**src/rtl/addr_decode_mr_if.sv**
```systemverilog
// Bus interface for addr_decode_mr: request/address/write from the CPU side,
// registered decode results (chip select, write enable, offset) and the
// ready/err handshake back.
interface addr_decode_mr_if #(
  parameter int ADDR_W = 32,
  parameter int NREG   = 4
);
  logic              req;
  logic [ADDR_W-1:0] addr;
  logic              WE;
  logic              ready;
  logic              err;
  logic              busy;
  logic [NREG-1:0]   cs;
  logic              iWE;
  logic [ADDR_W-1:0] iAddress;

  modport master (
    output req, addr, WE,
    input  ready, err, busy, cs, iWE, iAddress
  );

  modport slave (
    input  req, addr, WE,
    output ready, err, busy, cs, iWE, iAddress
  );
endinterface

```
**src/rtl/addr_decode_mr.sv**
```systemverilog
// Registered multi-region address decoder with wait states and bus error.
// A request is sampled only in IDLE; the winning region (lowest index) gets
// a one-hot chip select held for its wait states plus one response cycle.
// Unmapped addresses and writes to read-only regions answer with err.
// Optional macro ADDR_DEC_MULTIHIT_ERR_EN: overlapping hits return an error
// instead of resolving to the lowest-index region.
module addr_decode_mr #(
  parameter int                    ADDR_W       = 32,
  parameter int                    NREG         = 4,
  parameter logic [NREG*ADDR_W-1:0] REGION_BASE  = {32'h1000_0000, 32'h0000_2000,
                                                    32'h0000_1000, 32'h0000_0000},
  parameter logic [NREG*ADDR_W-1:0] REGION_LIMIT = {32'h1000_00FF, 32'h0000_2FFF,
                                                    32'h0000_1FFF, 32'h0000_0FFF},
  parameter logic [NREG*4-1:0]     WAIT_CYC     = {4'd0, 4'd3, 4'd1, 4'd0},
  parameter logic [NREG-1:0]       REGION_RO    = 4'b0001
) (
  input logic             clk,
  input logic             rst,
  addr_decode_mr_if.slave bus
);

  typedef enum logic [1:0] {IDLE, ACCESS, RESP, ERR} state_t;

  state_t            state_reg;
  logic [3:0]        cnt_reg;
  logic              ready_reg;
  logic              err_reg;
  logic              busy_reg;
  logic [NREG-1:0]   cs_reg;
  logic              iwe_reg;
  logic [ADDR_W-1:0] iaddr_reg;

  logic [NREG-1:0]   hit;
  logic [NREG-1:0]   sel_onehot;
  logic [ADDR_W-1:0] sel_base;
  logic [3:0]        sel_wait;
  logic              sel_ro;
  logic              any_hit;
  logic              decode_err;

  // Per-region inclusive range compare on the live address.
  generate
    for (genvar gi = 0; gi < NREG; gi++) begin : g_hit
      assign hit[gi] = (bus.addr >= REGION_BASE[gi*ADDR_W +: ADDR_W]) &&
                       (bus.addr <= REGION_LIMIT[gi*ADDR_W +: ADDR_W]);
    end
  endgenerate

  assign any_hit    = |hit;
  // Isolate the lowest set hit bit: that region wins on overlap.
  assign sel_onehot = hit & (~hit + NREG'(1));

`ifdef ADDR_DEC_MULTIHIT_ERR_EN
  logic multi_hit;
  assign multi_hit  = (hit & (hit - NREG'(1))) != '0;
  assign decode_err = !any_hit || multi_hit || (sel_ro && bus.WE);
`else
  assign decode_err = !any_hit || (sel_ro && bus.WE);
`endif

  // Fetch base, wait count and RO flag of the winning region; scanning from
  // the top lets the lowest-index hit overwrite the others.
  always_comb begin
    sel_base = '0;
    sel_wait = '0;
    sel_ro   = 1'b0;
    for (int i = NREG - 1; i >= 0; i--) begin
      if (hit[i]) begin
        sel_base = REGION_BASE[i*ADDR_W +: ADDR_W];
        sel_wait = WAIT_CYC[i*4 +: 4];
        sel_ro   = REGION_RO[i];
      end
    end
  end

  // Access FSM with all bus outputs registered alongside the state.
  always_ff @(posedge clk or posedge rst) begin
    if (rst) begin
      state_reg <= IDLE;
      cnt_reg   <= '0;
      ready_reg <= 1'b0;
      err_reg   <= 1'b0;
      busy_reg  <= 1'b0;
      cs_reg    <= '0;
      iwe_reg   <= 1'b0;
      iaddr_reg <= '0;
    end else begin
      ready_reg <= 1'b0;
      err_reg   <= 1'b0;
      case (state_reg)
        IDLE: begin
          if (bus.req) begin
            busy_reg <= 1'b1;
            if (decode_err) begin
              state_reg <= ERR;
              ready_reg <= 1'b1;
              err_reg   <= 1'b1;
              cs_reg    <= '0;
              iwe_reg   <= 1'b0;
            end else begin
              state_reg <= ACCESS;
              cs_reg    <= sel_onehot;
              iwe_reg   <= bus.WE;
              iaddr_reg <= bus.addr - sel_base;
              cnt_reg   <= sel_wait;
            end
          end
        end
        ACCESS: begin
          if (cnt_reg == 4'd0) begin
            state_reg <= RESP;
            ready_reg <= 1'b1;
          end else begin
            cnt_reg <= cnt_reg - 4'd1;
          end
        end
        RESP: begin
          state_reg <= IDLE;
          busy_reg  <= 1'b0;
          cs_reg    <= '0;
          iwe_reg   <= 1'b0;
          iaddr_reg <= '0;
        end
        ERR: begin
          state_reg <= IDLE;
          busy_reg  <= 1'b0;
        end
        default: begin
          state_reg <= IDLE;
          busy_reg  <= 1'b0;
        end
      endcase
    end
  end

  assign bus.ready    = ready_reg;
  assign bus.err      = err_reg;
  assign bus.busy     = busy_reg;
  assign bus.cs       = cs_reg;
  assign bus.iWE      = iwe_reg;
  assign bus.iAddress = iaddr_reg;

endmodule

```
**src/flat_wrapper.sv**
```systemverilog
// flat-port wrapper written by rule: the top's interface ports become plain ports
module addr_decode_mr_flat 
#(
  parameter int                    ADDR_W       = 32,
  parameter int                    NREG         = 4,
  parameter logic [NREG*ADDR_W-1:0] REGION_BASE  = {32'h1000_0000, 32'h0000_2000,
                                                    32'h0000_1000, 32'h0000_0000},
  parameter logic [NREG*ADDR_W-1:0] REGION_LIMIT = {32'h1000_00FF, 32'h0000_2FFF,
                                                    32'h0000_1FFF, 32'h0000_0FFF},
  parameter logic [NREG*4-1:0]     WAIT_CYC     = {4'd0, 4'd3, 4'd1, 4'd0},
  parameter logic [NREG-1:0]       REGION_RO    = 4'b0001
)
  (clk, rst, bus_req, bus_addr, bus_WE, bus_ready, bus_err, bus_busy, bus_cs, bus_iWE, bus_iAddress);
  addr_decode_mr_if #(.ADDR_W(ADDR_W), .NREG(NREG)) bus_i ();
  input logic clk;
  input logic rst;
  input wire logic [$bits(bus_i.req)-1:0] bus_req;
  input wire logic [$bits(bus_i.addr)-1:0] bus_addr;
  input wire logic [$bits(bus_i.WE)-1:0] bus_WE;
  output wire logic [$bits(bus_i.ready)-1:0] bus_ready;
  output wire logic [$bits(bus_i.err)-1:0] bus_err;
  output wire logic [$bits(bus_i.busy)-1:0] bus_busy;
  output wire logic [$bits(bus_i.cs)-1:0] bus_cs;
  output wire logic [$bits(bus_i.iWE)-1:0] bus_iWE;
  output wire logic [$bits(bus_i.iAddress)-1:0] bus_iAddress;
  assign bus_i.req = bus_req;
  assign bus_i.addr = bus_addr;
  assign bus_i.WE = bus_WE;
  assign bus_ready = bus_i.ready;
  assign bus_err = bus_i.err;
  assign bus_busy = bus_i.busy;
  assign bus_cs = bus_i.cs;
  assign bus_iWE = bus_i.iWE;
  assign bus_iAddress = bus_i.iAddress;
  addr_decode_mr #(.ADDR_W(ADDR_W), .NREG(NREG), .REGION_BASE(REGION_BASE), .REGION_LIMIT(REGION_LIMIT), .WAIT_CYC(WAIT_CYC), .REGION_RO(REGION_RO)) u_core (.clk(clk), .rst(rst), .bus(bus_i));
endmodule
```
**config.mk**
```make
export PLATFORM = sky130hd
export DESIGN_NAME = addr_decode_mr_flat
export DESIGN_NICKNAME = d
export VERILOG_FILES = /design/src/rtl/addr_decode_mr_if.sv /design/src/rtl/addr_decode_mr.sv /design/src/flat_wrapper.sv
export SDC_FILE = /design/constraint.sdc
export NUM_CORES = 1
export LEC_CHECK = 0
export CAP_MARGIN = 20
export CORE_AREA = 2 2 89 91
export DETAILED_ROUTE_END_ITERATION = 10
export DIE_AREA = 0 0 91 93
export GPL_TIMING_DRIVEN = 0
export SETUP_SLACK_MARGIN = 0.1
export SLEW_MARGIN = 40
export SYNTH_ARGS = -nofsm -noshare
export SYNTH_HDL_FRONTEND = slang
export SYNTH_SLANG_ARGS = --single-unit
```
**constraint.sdc**
```tcl
create_clock -name clk -period 2.4 [get_ports clk]
set_input_delay 0.48 -clock clk [delete_from_list [all_inputs] [get_ports clk]]
set_output_delay 0.48 -clock clk [all_outputs]
set_load 0.02 [all_outputs]
```
==> impl_results.rst, run 1 <==
.. list-table::
   :header-rows: 1

   * - Metric
     - Value
   * - Run status
     - complete, but fails checks
   * - Failing checks
     - setup timing
   * - Most common cell type on the critical path
     - nor3_4
   * - Static leakage power
     - roughly 1.6 nW
   * - Buffer levels on the longest clock path
     - 2
   * - Delay of the slowest critical-path stage
     - 0.44 ns
   * - Largest net degree at the start of global routing
     - 30
   * - Number of placement rows
     - 32
   * - Uppermost metal layer occupied by signal nets
     - met4
   * - Count of max-cap constraint violations
     - 0
   * - Core region area
     - ~0.0075 sq mm
   * - Clock root buffer
     - clkbuf_8
   * - Post-CTS clock slew at the launch and capture registers of the worst setup and hold paths
     - 0.10 ns
   * - Finished layout cell area
     - 0.00359 sq mm
   * - Slew of the pin with the lowest slew margin
     - 0.666 ns
   * - Total buffers and inverters traversed by the critical path
     - 2
   * - CTS tree
     - done
   * - Ratio of cells with drive above 1 in the final layout
     - 25.4%
   * - Horiz. Die Dim
     - between 90 and 100 um
   * - Area of the mapped netlist
     - 0.00220 sq mm
   * - Sum of internal, switching and leakage power
     - around 2 mW
   * - Number of detailed-routing iterations run before antenna repair
     - 4
   * - Setup repair after global routing missed its margin
     - true
   * - Number of fill cells
     - 746
   * - Library cell with the highest instance count after synthesis
     - dfrtp_1
   * - TritonCTS buffer count
     - 5
   * - Total count of max-transition violations in the final report
     - 0
   * - Avg Inst Size Synth
     - between 9 and 10 sq um
   * - Total cell area at the placement stage
     - 0.00316 sq mm
   * - Final clock skew
     - 0.0127 ns
   * - Depth of the worst register-to-register path
     - 8
   * - Number of placed I/O pins
     - 76
   * - Top delay family on crit path
     - simple AND/OR/NAND/NOR gates
   * - Slowest CP cell
     - or4_4
   * - Clock sink count
     - 46
   * - Routed length on met3
     - slightly below 300 um
   * - Ant diodes
     - 0
   * - Final-layout worst hold slack
     - 0.447 ns
   * - Met1 wire length
     - 2.69 mm
   * - Crit share post-route
     - 121%
   * - Instance count of the mapped netlist
     - 224
   * - Finish-stage setup viols
     - 18
   * - Area added between synthesis and finish
     - 63.2%
   * - Via count of the first global-routing pass
     - 2065
   * - Required time at the worst-slack endpoint
     - between 2 and 3 ns
   * - Post-layout minimum cycle time
     - 2.90 ns
   * - Critical path startpoint category
     - input port
   * - Worst slack after detailed placement
     - -1.40 ns
   * - Initial Util
     - around 30%
   * - Number of DRC violations after detailed routing
     - 0
   * - Slew Limit Headroom
     - 55.5%
   * - Area share of the largest cell type after synthesis
     - a little over half
   * - Utilization of the core after routing
     - 47.8%
   * - Gp weighted congestion
     - 0.817
   * - Smallest setup slack after layout
     - -0.502 ns
   * - DR vias
     - 2055
   * - Ys Warns
     - 0
   * - Crit-path cells
     - buf_8 > or2_4 > or4_4 > nor3_4 > nor3b_4 > ha_2 > inv_2 > fa_2 > nor3_4 > nand4_1 > a21boi_2 > xnor2_1 > a21oi_1
   * - Wire length of the first global-routing pass
     - 10.0 mm
   * - CP max FO
     - 2
   * - Detail-routed net length per standard cell
     - about 14 um
   * - Overall global routing resource usage
     - between 15 and 20%
   * - Count of placed standard cells in the final layout, fillers left out
     - 441
   * - Post-detailed-route count of antenna-violating nets
     - 0
   * - Post-synth EDFFs
     - 0
   * - DPL Wire Length
     - 4.38 mm
   * - Most area-consuming cells after synthesis
     - dfrtp_1 52%, nand2_1 6.6%, o21ai_0 5.0%
   * - Most instantiated cells after synthesis
     - 46 x dfrtp_1, 39 x nand2_1, 22 x o21ai_0
   * - Post-synthesis sequential area ratio
     - 52.3%
   * - Total number of cells along the worst setup path
     - 13
   * - Number of antenna violations at the first check in global routing
     - 0
   * - Total routed wirelength
     - 6.22 mm
   * - Type of the tightest min-delay check
     - in2async
   * - Post-synthesis sequential element count
     - 46
   * - Pwr per Cell Area
     - 570 mW/mm^2
   * - Vertical die dimension
     - 93 um
   * - Achievable clock frequency
     - 345 MHz
   * - Nets@finish
     - roughly 380
   * - Worst ir drop on vdd
     - 230 uV
   * - Later-pin clock latency in the skew report
     - 0.31 ns
   * - Buffers on Ports
     - 74
   * - Drt initial violations
     - 150
   * - Arrival time of data at the critical path endpoint
     - 3.10 ns
   * - Crit Path Class
     - in2reg
   * - Endpoint kind of the worst setup timing path
     - flip-flop
   * - Number of buffers added to fix hold violations after cts
     - 0
   * - Net count after synthesis
     - 265
   * - Async SR Flop Fraction
     - 100%
   * - Clock H-tree levels
     - 2
   * - Wire length on met2
     - a little over 3 mm
   * - Aggregate negative setup slack
     - -6.49 ns
   * - Placed cells
     - between 400 and 500
   * - Die Outline Area
     - around 0.0085 sq mm
   * - Count of final hold-check violations
     - 0
   * - Overall overflow remaining after global route
     - 0
   * - Number of flip-flops in the largest register
     - 32
   * - Via-to-Cell Ratio
     - 4.66
   * - Synth cell types
     - 41
   * - Primary FF master, synth
     - dfrtp_1
   * - Most area-hungry cell type in the Yosys netlist
     - dfrtp_1
==> worst reg2reg max path, stage by stage (launching register included) <==
cell	delay [ns]
dfrtp_1	0.42
inv_1	0.09
ha_1	0.19
nor4bb_1	0.27
or3_1	0.16
clkbuf_1	0.22
nor3_1	0.09
a21oi_1	0.11
or3b_2	0.44
==> path summary, 6_finish.rpt <==
path                                                           from                                  end  slack (ns)
worst max-delay path                                   bus_addr[14]  u_core.bus.iAddress[30]$_DFFE_PP0P_       -0.50
worst min-delay path                                            rst   u_core.bus.iAddress[0]$_DFFE_PP0P_        0.45
worst max register to register        u_core.cnt_reg[0]$_DFFE_PP0P_        u_core.cnt_reg[0]$_DFFE_PP0P_        0.31
worst min register to register  u_core.bus.iAddress[18]$_DFFE_PP0P_  u_core.bus.iAddress[18]$_DFFE_PP0P_        0.50
max in group asynchronous                                       rst  u_core.bus.iAddress[12]$_DFFE_PP0P_        1.53
min in group clk                u_core.bus.iAddress[18]$_DFFE_PP0P_  u_core.bus.iAddress[18]$_DFFE_PP0P_        0.50
==> cells in the final DEF, fill, tap and decap left out, drive strengths merged, types with 2 or more instances in the layout <==
master         netlist  final
clkdlybuf4s50        0     57
dfrtp               46     46
buf                  5     40
nand2               39     39
o21ai               22     22
clkbuf               7     16
nor2                13     13
o21a                12     12
dlygate4sd2          0      8
a21oi                8      8
nor4                 7      7
inv                  7      7
nand2b               6      6
nor3                 6      6
ha                   4      4
xnor2                4      4
mux2i                3      3
nor2b                3      3
nand3                3      3
clkdlybuf4s15        0      3
or4                  2      2
nor4b                2      2
and2                 2      2
o31ai                2      2
nand3b               2      2
or3                  2      2
nand4                2      2
o22ai                2      2
nor3b                2      2
a31oi                2      2
clkinv               0      2
==> power breakdown <==
part	internal, mW	switching (mW)	leakage, nW
sequential	0.847	0.0595	0.631
combinational	0.284	0.371	0.892
clock	0.205	0.283	0.0441
==> routing by layer <==
metal	vias to the layer above	global-route usage (%)
li1	1001	-
met1	987	18.0
met2	56	26.2
met3	11	3.55
met4	0	6.06
met5	-	0
==> cell families after synthesis <==
| family | count (synthesis) | synth area share, % |
|---|---|---|
| simple gates | 94 | 22.3 |
| compound gates | 52 | 14.4 |
| flops | 46 | 52.3 |
| buf+inv | 19 | 4.55 |
| xor+xnor | 5 | 1.99 |
| fa+ha+maj | 5 | 3.18 |
| mux | 3 | 1.36 |
==> cell type report <==
cell class / instances / area [sq um] / share of cell area, %
flip-flops and latches: 46 / 1150 / 32.0
multi-input cells: 159 / 1140 / 31.7
repair buffers: 107 / 983 / 27.4
well taps: 102 / 128 / 3.55
plain buffers: 12 / 75.1 / 2.09
clock buffers: 5 / 68.8 / 1.91
inverters: 7 / 28.8 / 0.801
clock inverters: 3 / 21.3 / 0.592
==> timing repair <==
action	in CTS	in global routing
pin swaps	19	12
setup buffers	26	7
gates resized for setup	48	20
setup endpoints to repair	41	36
Power figures use the tool's default switching activity.
==> inputs of run 2 (changes only) <==
- CTS_CLUSTER_SIZE: default -> 8
==> results of run 2 <==
The final DEF is identical to that of run 1; final timing and power are the same.
==> inputs of run 3 (changes only) <==
- SLEW_MARGIN: 40 -> default
==> run 3 against run 2 <==
The run still ends with setup timing left. Sequential power barely moved. Core utilization rose by 0.63 points. Sequential share of layout area fell by 0.42 points. Non-clock buffer count did not move. Cell area rose by 1.3%. First-iteration DRC count fell by 39%. Critical path depth did not move. Largest power group unchanged. Highest routed layer unchanged.
==> impl_results.rst, run 3 (synthesized netlist as in run 1, its figures left out) <==
.. list-table::
   :header-rows: 1

   * - Metric
     - Value
   * - Ratio of cells with drive above 1 in the final layout
     - 23.9% (-1.5 points)
   * - Clock sink count
     - 46 (unchanged)
   * - Run status
     - complete, but fails checks
   * - Vertical die dimension
     - 93 um (unchanged)
   * - Number of detailed-routing iterations run before antenna repair
     - 4 (unchanged)
   * - Final clock skew
     - 0.0131 ns (+0.000414 ns)
   * - Overall global routing resource usage
     - 15.0% (-0.094 points)
   * - Placed cells
     - 401 (unchanged)
   * - Count of final hold-check violations
     - 0 (unchanged)
   * - Via-to-Cell Ratio
     - 4.69 (+0.73%)
   * - Slew of the pin with the lowest slew margin
     - 0.676 ns (+0.0104 ns)
   * - Post-CTS clock slew at the launch and capture registers of the worst setup and hold paths
     - 0.10 ns (about the same)
   * - Gp weighted congestion
     - 0.817 (unchanged)
   * - Nets@finish
     - 379 (unchanged)
   * - TritonCTS buffer count
     - 5 (unchanged)
   * - Post-detailed-route count of antenna-violating nets
     - 0 (unchanged)
   * - Count of max-cap constraint violations
     - 0 (unchanged)
   * - Flop-to-flop setup slack
     - 0.32 ns (about the same)
   * - Overall overflow remaining after global route
     - 0 (unchanged)
   * - CTS tree
     - done
   * - Static leakage power
     - 1.59 nW (+1.5%)
   * - Critical path startpoint category
     - input port
   * - Core region area
     - 0.00753 sq mm (unchanged)
   * - Arrival time of data at the critical path endpoint
     - 3.06 ns (-0.04 ns)
   * - Via count of the first global-routing pass
     - 2026 (-1.9%)
   * - Initial Util
     - 29.3% (unchanged)
   * - Clock H-tree levels
     - 2 (unchanged)
   * - Crit-path cells
     - buf_8 > or2_4 > or4_4 > nor3_4 > nor3b_4 > ha_2 > inv_2 > fa_2 > nor3_4 > nand4_1 > a21boi_2 > xnor2_1 > a21oi_1
   * - Top delay family on crit path
     - simple AND/OR/NAND/NOR gates
   * - Die Outline Area
     - 0.00846 sq mm (unchanged)
   * - Slowest CP cell
     - or4_4
   * - Required time at the worst-slack endpoint
     - 2.58 ns (-0.02 ns)
   * - Setup repair after global routing missed its margin
     - true
   * - Largest net degree at the start of global routing
     - 30 (unchanged)
   * - Crit share post-route
     - 120% (-0.87 points)
   * - Total buffers and inverters traversed by the critical path
     - 2 (unchanged)
   * - Finish-stage setup viols
     - 18 (unchanged)
   * - Number of DRC violations after detailed routing
     - 0 (unchanged)
   * - Endpoint kind of the worst setup timing path
     - flip-flop
   * - Slew Limit Headroom
     - 54.3% (-1.2 points)
   * - Number of placed I/O pins
     - 76 (unchanged)
   * - Later-pin clock latency in the skew report
     - 0.30 ns (about the same)
   * - Most frequent cells in the layout
     - 57 x clkdlybuf4s50_1, 46 x dfrtp_1, 37 x nand2_1
   * - Most frequent standard cell in the layout excluding fill and tap cells
     - clkdlybuf4s50_1
   * - Drt initial violations
     - 91 (-39%)
   * - DPL Wire Length
     - 4.34 mm (-1.0%)
   * - Crit Path Class
     - in2reg
   * - Count of placed standard cells in the final layout, fillers left out
     - 441 (unchanged)
   * - CP max FO
     - 2 (unchanged)
   * - Final-layout worst hold slack
     - 0.474 ns (+0.0268 ns)
   * - Pwr per Cell Area
     - 561 mW/mm^2 (-1.7%)
   * - Number of flip-flops in the largest register
     - 32 (unchanged)
   * - Smallest setup slack after layout
     - -0.481 ns (+0.0209 ns)
   * - Delay of the slowest critical-path stage
     - 0.44 ns (about the same)
   * - Total routed wirelength
     - 6.33 mm (+1.9%)
   * - Area added between synthesis and finish
     - 65.4%
   * - Worst ir drop on vdd
     - 265 uV (+15%)
   * - Total count of max-transition violations in the final report
     - 0 (unchanged)
   * - Buffers on Ports
     - 74 (unchanged)
   * - Type of the tightest min-delay check
     - in2async
   * - Ant diodes
     - 0 (unchanged)
   * - DR vias
     - 2070 (+0.73%)
   * - Post-layout minimum cycle time
     - 2.88 ns (-0.0209 ns)
   * - Number of fill cells
     - 731 (-2.0%)
   * - Detail-routed net length per standard cell
     - 14.4 um (+1.9%)
   * - Buffer levels on the longest clock path
     - 2 (unchanged)
   * - Achievable clock frequency
     - 347 MHz (+0.72%)
   * - Clock root buffer
     - clkbuf_8
   * - Failing checks
     - setup timing
   * - Number of antenna violations at the first check in global routing
     - 0 (unchanged)
   * - Horiz. Die Dim
     - 91 um (unchanged)
   * - Most common cell type on the critical path
     - nor3_4
   * - Number of placement rows
     - 32 (unchanged)
   * - Wire length of the first global-routing pass
     - 9.96 mm (-0.83%)
-- run 3: cell types whose count changed in the layout (fill, tap and decap cells not counted), moves of 2 or more --
cell             delta
clkdlybuf4s15_1     +6
dlygate4sd2_1       -5
buf_4               -3
clkbuf_2            -4
dlymetal6s2s_1      +3
buf_6               +2
-- run 3: routing by layer --
layer	vias up	track usage (%)	wire length, um
li1	1004	-	-
met1	999	19.2	2700
met2	63	25.4	3260
met3	4	3.22	314
met4	0	4.80	55
met5	-	0	0
-- run 3: final cells by class --
class,count,area [sq um],area share [%]
well taps,102,128,3.50
clock buffers,5,68.8,1.89
inverters,7,26.3,0.721
multi-input cells,159,1150,31.5
plain buffers,12,75.1,2.06
clock inverters,3,21.3,0.584
flip-flops and latches,46,1150,31.6
repair buffers,107,1030,28.2
-- run 3: stage by stage --
stage                     setup slack (ns)  utilization (%)  setup TNS [ns]  instance area [sq um]  power, mW
after detailed placement             -1.38             41.9          -32.71                   3150       1.54
after global routing                -0.590             48.4           -9.07                   3640       2.18
final                               -0.481             48.4           -7.32                   3640       2.04
after floorplan                     -0.554                -           -6.97                   2270       1.31
after CTS                           -0.516             46.9           -7.54                   3530       2.04
after global placement               -1.38             41.6          -40.36                   3130       1.53
-- run 3: repair_timing --
item | in CTS | in global routing
cloned | 0 | 0
hold endpoints to repair | 0 | 0
hold buffers | 0 | 0
gates resized for setup | 49 | 23
setup endpoints to repair | 41 | 37
pin swaps | 21 | 18
setup buffers | 27 | 6
-- run 3: report_power, final --
part | total (mW) | internal [mW] | switching [mW] | leakage [nW]
clock | 0.480 | 0.205 | 0.275 | 0.0441
sequential | 0.906 | 0.847 | 0.0593 | 0.631
combinational | 0.655 | 0.288 | 0.368 | 0.915
total | 2.04 | 1.34 | 0.703 | 1.59
-- run 3: final timing paths --
check                           cells past startpoint                           startpoint                                   to
worst max-delay path                               13                         bus_addr[14]  u_core.bus.iAddress[30]$_DFFE_PP0P_
worst min-delay path                                2                                  rst   u_core.bus.iAddress[5]$_DFFE_PP0P_
worst max register to register                      8        u_core.cnt_reg[0]$_DFFE_PP0P_        u_core.cnt_reg[0]$_DFFE_PP0P_
worst min register to register                      1  u_core.bus.iAddress[22]$_DFFE_PP0P_  u_core.bus.iAddress[22]$_DFFE_PP0P_
max in group asynchronous                           3                                  rst      u_core.state_reg[0]$_DFFE_PP0P_
min in group clk                                    1  u_core.bus.iAddress[22]$_DFFE_PP0P_  u_core.bus.iAddress[22]$_DFFE_PP0P_
==> RTL edit: new RTL, config.mk and constraints of run 1 <==
The 4 states of `state_t` get a Gray code encoding in 2 bits.
--- a/src/rtl/addr_decode_mr.sv
+++ b/src/rtl/addr_decode_mr.sv
@@ -19,7 +19,7 @@
   addr_decode_mr_if.slave bus
 );
 
-  typedef enum logic [1:0] {IDLE, ACCESS, RESP, ERR} state_t;
+  typedef enum logic [1:0] {IDLE = 2'b00, ACCESS = 2'b01, RESP = 2'b11, ERR = 2'b10} state_t;
 
   state_t            state_reg;
   logic [3:0]        cnt_reg;
Check against the original RTL: no difference found for any inputs over 10 cycles, from zero or initial values and one cycle with rst high; not proved beyond that.
==> RTL edit against run 1 <==
  * The run still ends with setup timing left
  * First-iteration DRC count down 49%
  * Count of clock-buffer cells in the layout rose by 2
  * Wire length shrank 5.2%
  * Synthesized area rose by 0.74%
  * Cell area decreased by 5.8%
  * Sequential cell count unchanged
  * Die area unchanged
  * Fmax shrank 0.81%
  * Cell count is 4.5% lower
  * Setup slack got worse by 0.024 ns
  * Critical path type unchanged
Power is not compared: it rests on default switching activity, and its combinational part moved more than twofold at a synthesized area within 25%.
==> RTL edit: results (changes against run 1) <==
| Metric | Value |
|---|---|
| Initial antenna violation count | `0 (unchanged)` |
| P_int | `around 1.1 mW` |
| Vias | `1984 (was 2055)` |
| Root Driver | `clkbuf_8 (unchanged)` |
| CP max-delay cell | `or4_4 (unchanged)` |
| Run status | `complete, but fails checks (unchanged)` |
| Top post-synthesis cells by count | `50 x nand2_1, 46 x dfrtp_1, 19 x o21ai_0 (was 46 x dfrtp_1, 39 x nand2_1, 22 x o21ai_0)` |
| Area Growth Syn to Fin | `52.6% (was 63.2%)` |
| Placement Cell Area | `0.00318 mm² (was 0.00316 mm²)` |
| DPL Wire Length | `4380 µm (about the same)` |
| GR Util All Layers | `14.2% (was 15.1%)` |
| Logic power comb | `between 0.15 and 0.2 mW` |
| Pre-CTS WS | `-1.45 ns (was -1.40 ns)` |
| Arrival time at the worst endpoint | `3.11 ns (was 3.10 ns)` |
| Top cells by area, synth | `dfrtp_1 52%, nand2_1 8.5%, nand3b_1 5.1% (was dfrtp_1 52%, nand2_1 6.6%, o21ai_0 5.0%)` |
| HP Class | `primary input to async pin (unchanged)` |
| Syn avg cell area | `9.77 µm² (was 9.83 µm²)` |
| Share of post-route cells with drive strength above 1 | `19.4% (was 25.4%)` |
| Synth Flop Type | `dfrtp_1 (unchanged)` |
| Max reg flops | `32 (unchanged)` |
| Lkg Pwr | `roughly 1.5 nW` |
| FFs w/ async S/R, synth | `100% (unchanged)` |
| R2R Setup Slk | `0.28 ns (was 0.31 ns)` |
| Pin count of the biggest net entering global routing | `27 (was 30)` |
| Clock Path Buffers | `2 (unchanged)` |
| CP max stage delay | `0.46 ns (was 0.44 ns)` |
| Final Non-Filler Cells | `421 (was 441)` |
| Clock transition at path regs | `0.09 ns` |
| Synth warnings | `0 (unchanged)` |
| Placer Congestion | `0.755 (was 0.817)` |
| Post-CTS setup buffer count | `7 (was 26)` |
| Clock buffer count from CTS | `5 (unchanged)` |
| First-pass DRT Iterations | `4 (unchanged)` |
| Syn_nets | `268 (was 265)` |
| Total power | `1.45 mW` |
| Fin worst setup slack | `-0.526 ns (was -0.502 ns)` |
| Clock skew | `0.00537 ns (was 0.0127 ns)` |
| Delay-heaviest family, CP | `simple AND/OR/NAND/NOR gates (unchanged)` |
| Starting DRC count in detailed routing | `77 (was 150)` |
| Register area share after synthesis | `51.9% (was 52.3%)` |
| H-tree level count | `2 (unchanged)` |
| Placed Instances | `405 (was 401)` |
| Netlist cell types | `40 (was 41)` |
| Failing checks | `setup timing (unchanged)` |
| # resized after CTS | `62 (was 48)` |
| Setup TNS | `-7.03 ns (was -6.49 ns)` |
| Worst Path Max Fanout | `3 (was 2)` |
| Total Nets Final | `359 (was 379)` |
| Final setup viols | `18 (unchanged)` |
| First-pass GRT wire length | `9700 µm (was 10000 µm)` |
| Clock latency at the later pin of the worst-skew pair | `around 0.30 ns` |
| Min Hold Slack | `0.474 ns (was 0.447 ns)` |
| Fillcell total | `753 (was 746)` |
| WL/cell | `14.0 µm (was 14.1 µm)` |
| Input/output buffers | `75 (was 74)` |
| Relative slew margins | `55.0% (was 55.5%)` |
| Peak VDD IR | `205 µV` |
[RTL edit: cell count changes in the layout (fill, tap and decap cells not counted), moves of 4 or more]
cell,delta
nor2_1,-9
o21a_1,-12
nand3_1,+4
buf_2,+4
dlygate4sd2_1,-5
nand3b_1,+13
nand2_1,+8
buf_4,-23
[RTL edit: layer usage]
layer	track usage, %	routed length (µm)	vias up
met2	23.8	2880	45
met1	18.4	2650	954
met3	3.87	303	7
met4	3.03	65	0
li1	-	-	978
met5	0	0	-
[RTL edit: area by class of cell]
type | count | area share (%)
multi-input combinational | 163 | 33.5
sequential | 46 | 34.0
inverter | 8 | 0.961
timing repair buffer | 84 | 23.8
tap | 102 | 3.77
clock buffer | 7 | 2.55
buffer | 10 | 1.26
clock inverter | 1 | 0.148
[RTL edit: logic make-up after synthesis]
kind of cell | share of synthesized area, %
xor gates and xnor gates | 1.97
buffers and inverters | 3.10
adders and majority gates | 3.16
and+or+nand+nor | 27.8
muxes | 1.35
DFF | 51.9
AOI/OAI and AO/OA | 10.7
[RTL edit: final timing paths]
check                      depth (start not counted)                                  end                                start
setup / recovery                                  12  u_core.bus.iAddress[28]$_DFFE_PP0P_                         bus_addr[23]
hold reg to reg                                    2  u_core.bus.iAddress[14]$_DFFE_PP0P_  u_core.bus.iAddress[14]$_DFFE_PP0P_
min in group clk                                   2  u_core.bus.iAddress[14]$_DFFE_PP0P_  u_core.bus.iAddress[14]$_DFFE_PP0P_
max in group asynchronous                          3      u_core.state_reg[0]$_DFFE_PP0P_                                  rst
setup reg to reg                                   7  u_core.bus.iAddress[21]$_DFFE_PP0P_      u_core.state_reg[1]$_DFFE_PP0P_
hold / removal                                     2   u_core.bus.iAddress[3]$_DFFE_PP0P_                                  rst
